--- src/rtl/pc_unit.sv ---
// Program counter with boot/run/halt sequencing, trap and redirect steering.
// Misaligned redirects halt the fetch stream until a trap or reset.
module pc_unit #(
  parameter int unsigned     XLEN         = 32,
  parameter logic [XLEN-1:0] RESET_VECTOR = '0,
  parameter int unsigned     C_EXT        = 0
) (
  input  logic            clk,
  input  logic            reset,
  input  logic            stall,
  input  logic            fetch_ready,
  input  logic            inst_compressed,
  input  logic            redirect_valid,
  input  logic [XLEN-1:0] redirect_target,
  input  logic            trap_valid,
  input  logic [XLEN-1:0] trap_target,
  output logic [XLEN-1:0] pc,
  output logic [XLEN-1:0] pc_next,
  output logic            fetch_valid,
  output logic            misaligned,
  output logic [XLEN-1:0] misaligned_addr
);

  typedef enum logic [1:0] {StBoot, StRun, StHalt} state_e;

  state_e          state_q, state_d;
  logic [XLEN-1:0] pc_q, pc_d;
  logic            mis_q, mis_d;
  logic [XLEN-1:0] maddr_q, maddr_d;

  logic [XLEN-1:0] trap_aligned;
  logic            redirect_bad;
  logic [XLEN-1:0] pc_inc;

  always_comb begin
    if (C_EXT != 0) begin
      trap_aligned = {trap_target[XLEN-1:1], 1'b0};
      redirect_bad = redirect_target[0];
      pc_inc       = inst_compressed ? XLEN'(2) : XLEN'(4);
    end else begin
      trap_aligned = {trap_target[XLEN-1:2], 2'b00};
      redirect_bad = |redirect_target[1:0];
      pc_inc       = XLEN'(4);
    end
  end

  always_comb begin
    state_d = state_q;
    pc_d    = pc_q;
    mis_d   = 1'b0;
    maddr_d = maddr_q;
    if (reset) begin
      state_d = StBoot;
      pc_d    = RESET_VECTOR;
      maddr_d = '0;
    end else begin
      case (state_q)
        StBoot: state_d = StRun;
        StRun: begin
          if (trap_valid) begin
            pc_d = trap_aligned;
          end else if (redirect_valid) begin
            if (redirect_bad) begin
              state_d = StHalt;
              mis_d   = 1'b1;
              maddr_d = redirect_target;
            end else begin
              pc_d = redirect_target;
            end
          end else if (fetch_ready && !stall) begin
            pc_d = pc_q + pc_inc;  // wraps modulo 2^XLEN
          end
        end
        StHalt: begin
          // Only a trap (or reset) leaves HALT; redirects are dropped.
          if (trap_valid) begin
            state_d = StRun;
            pc_d    = trap_aligned;
          end
        end
        default: state_d = StBoot;
      endcase
    end
  end

  always_ff @(posedge clk) begin
    state_q <= state_d;
    pc_q    <= pc_d;
    mis_q   <= mis_d;
    maddr_q <= maddr_d;
  end

  assign pc              = pc_q;
  assign pc_next         = pc_d;
  assign fetch_valid     = (state_q == StRun);
  assign misaligned      = mis_q;
  assign misaligned_addr = maddr_q;

endmodule

--- config.mk ---
export PLATFORM = sky130hd
export DESIGN_NAME = pc_unit
export DESIGN_NICKNAME = d
export VERILOG_FILES = /design/src/rtl/pc_unit.sv
export SDC_FILE = /design/constraint.sdc
export NUM_CORES = 1
export LEC_CHECK = 0
export ABC_AREA = 1
export CAP_MARGIN = 20
export CORE_UTILIZATION = 39
export CTS_CLUSTER_DIAMETER = 40
export DETAILED_ROUTE_END_ITERATION = 6
export DONT_BUFFER_PORTS = 1
export PLACE_DENSITY_LB_ADDON = 0.15
export SKIP_CTS_REPAIR_TIMING = 1
export SYNTH_ARGS = -nofsm -noshare
export SYNTH_HDL_FRONTEND = slang
export SYNTH_SLANG_ARGS = --single-unit
--- constraint.sdc ---
create_clock -name clk -period 1.6 [get_ports clk]
set_input_delay 0.24 -clock clk [delete_from_list [all_inputs] [get_ports clk]]
set_output_delay 0.24 -clock clk [all_outputs]
set_load 0.05 [all_outputs]
==> impl_metrics.ini <==
[synthesis]
synth_seq_cells = 67
syn_area_mm2 = 0.004579
synth_cells = 742
synth.distinct_cells = 34
ys_seq_area_share_pct = 29.29
synth_edf_count = 0
ys_warn_count = 0
async_flop_share_pct = 0
syn_area_per_cell_um2 = 6.172
syn_nets = 818
synth-main-ff-cell = dfxtp_1

[global_routing]
grt_pass1_wl_mm = 26.89
grt_overflow = 0
grt_pass1_vias = 5319
grt_max_degree = 41
grt_util_all_layers_pct = 29.59
antenna_found_initial = 0

[pwr]
power_density_mw_per_mm2 = 1281
peakVddDrop_mv = 1.298
cellLeakagePower_nw = 2.999

[critical_path]
worstReg2RegStart = pc[5]$_DFF_P_
worstRegToRegCells = 13
path_max_fanout = 5
critPathKind = register to output pin
crit_arrival_ns = 2.06
cp-start-kind = register
cp.required_ns = 1.36
rr_endpoint = pc[27]$_DFF_P_
end_kind = output pin
r2r_setup_slack_ns = -0.18

[drt]
post_drt_via_cell_ratio = 5.587
first_iter_violations = 283
first_pass_iters = 5
dr_total_vias = 5727
routed_wl_mm = 18.86
drtAntennaViolNets = 0
wl_per_cell_um = 18.40
drc_errors = 0

[layout]
num_antenna_cells = 0
syn_to_final_growth_pct = 64.34
final_net_count = 953
design_area_mm2 = 0.007526
final_core_util_pct = 65.91
instances_no_fill = 1025
drive_gt1_share_pct = 37.98

[floorplan]
rows = 39
initial_core_util_pct = 40.11
die_y_um = 110.4
coreArea_mm2 = 0.01142
pin_count = 169
die_width_um = 110.4
dieArea_mm2 = 0.01218

[clock_network]
cts_buffer_depth = 2
numCtsBuffers = 9
cts.sinks = 67
path_clk_slew_ns = 0.06
clk_latency_ns = 0.34
cts_tree = done
cts_htree_levels = 3
cts-root-buf = clkbuf_16

[place]
placed_cell_area_mm2 = 0.006704
portBuffers = 0
post-place-ws_ns = -0.3612
dp_hpwl_mm = 13.76
dp_cells = 993
gp_congestion = 0.8990

[sta]
slew_headroom_pct = 64.84
fin_crit_ns = 2.295
slew_violations = 0
tightest_slew_ns = 0.5267
finalHoldViolations = 0
final.period_utilization_pct = 143.4
setup_ws_ns = -0.6950
fmax_mhz = 435.7
rsz0062_at_grt = yes
fin_tns_setup_ns = -25.21
fin_skew_ns = 0.005537
finalSetupViolCount = 92

[min_path]
hold_class = input port to register
worstHoldPathCells = 2
hold_end = misaligned_addr[9]$_SDFFE_PP0P_
min_from = redirect_target[9]

[job]
drv_cap = 0

[outcome]
status = complete, but fails checks
failed_checks = setup timing
-- worst max-delay path by stage --
stage	cells past startpoint	endpoint	slack, ns	from
final	12	pc_next[27]	-0.70	pc[5]$_DFF_P_
after global routing	12	pc_next[19]	-0.79	pc[5]$_DFF_P_
after CTS	12	pc_next[30]	-0.74	pc[2]$_DFF_P_
after detailed placement	12	pc_next[30]	-0.36	pc[2]$_DFF_P_
after global placement	11	pc_next[29]	-0.34	pc[2]$_DFF_P_
after floorplan	9	pc_next[6]	-0.39	pc[3]$_DFF_P_
-- synthesized netlist by cell type, drive strengths merged, types with 3 or more instances --
library cell	n	area [µm²]
o211ai	4	30.03
ha	5	62.56
o21ai	88	440.4
nor2	134	553.0
o221ai	20	175.2
a211oi	10	75.07
dfxtp	67	1341
inv	55	206.5
clkbuf	30	182.7
a21oi	79	410.4
nand3	47	240.2
nor3	8	51.30
buf	14	66.32
nand2	165	629.4
xor2	3	26.28
nand4	4	25.02
o22ai	3	18.77
-- placed cells by master, fill, tap and decap left out, drive strengths merged --
cell type and n:
clkinvlp 2, o221ai 20, clkinv 6, buf 163, clkbuf 14, o21ai 88, nand4 4, nand3 47
a32o 1, a21oi 79, a31oi 1, o211ai 4, dlygate4sd3 1, a211oi 10, inv 54, a311oi 1
nor3 8, dfxtp 67, o22ai 3, nand3b 1, nor2 135, xor2 3, ha 5, nand2 165
-- cell families after synthesis --
family                     synth area share, %
AOI/OAI and AO/OA                        25.66
and+or+nand+nor                          32.90
DFF                                      29.29
buffers and inverters                    10.22
adders and majority gates                1.366
xor gates and xnor gates                0.5739
-- registers in the layout (all words and copies together), names as in the netlist --
| register | count |
|---|---|
| pc | 32 |
| misaligned | 1 |
| state_q | 2 |
| misaligned_addr | 32 |
-- metal layers --
layer	routed length, µm	track usage (%)
met1	7531	33.15
met2	9583	52.22
met3	1172	8.054
met4	572	12.97
met5	0	0
-- stage by stage --
| stage | total power [mW] | hold WS, ns |
|---|---|---|
| CTS | 9.353 | -0.04831 |
| global route | 10.07 | 0.02803 |
| global placement | 7.453 | 0.3101 |
| finish | 9.640 | 0.02778 |
| floorplan | 5.596 | 0.3091 |
| detailed placement | 7.504 | 0.3123 |
-- worst max-delay path, cell delays in order, from the launching register on --
cell and delay [ns]:
dfxtp_4 0.38, nand2_4 0.06, nor2_4 0.20, buf_4 0.15, nand3_2 0.11, nor2_4 0.16, nand3_2 0.08, nand3_1 0.09
nand2_1 0.05, nand2_1 0.07, nand2_2 0.06, a21oi_4 0.14, buf_12 0.15
-- area by class of cell --
class / count / area, µm²
repair inverters: 1 / 7.507
clock buffers: 11 / 232.7
well taps: 143 / 178.9
repair buffers: 167 / 1904
flip-flops and latches: 67 / 1429
clock inverters: 5 / 27.53
multi-input cells: 575 / 3507
inverters: 56 / 239.0
fillers: 1031 / 3892
-- power by group --
part	total, mW	internal, mW	switching [mW]
registers	2.36	1.98	0.378
logic	5.45	2.09	3.36
clock network	1.83	1.04	0.791
total	9.64	5.11	4.53
No activity file was read; power rests on OpenSTA's default activity.
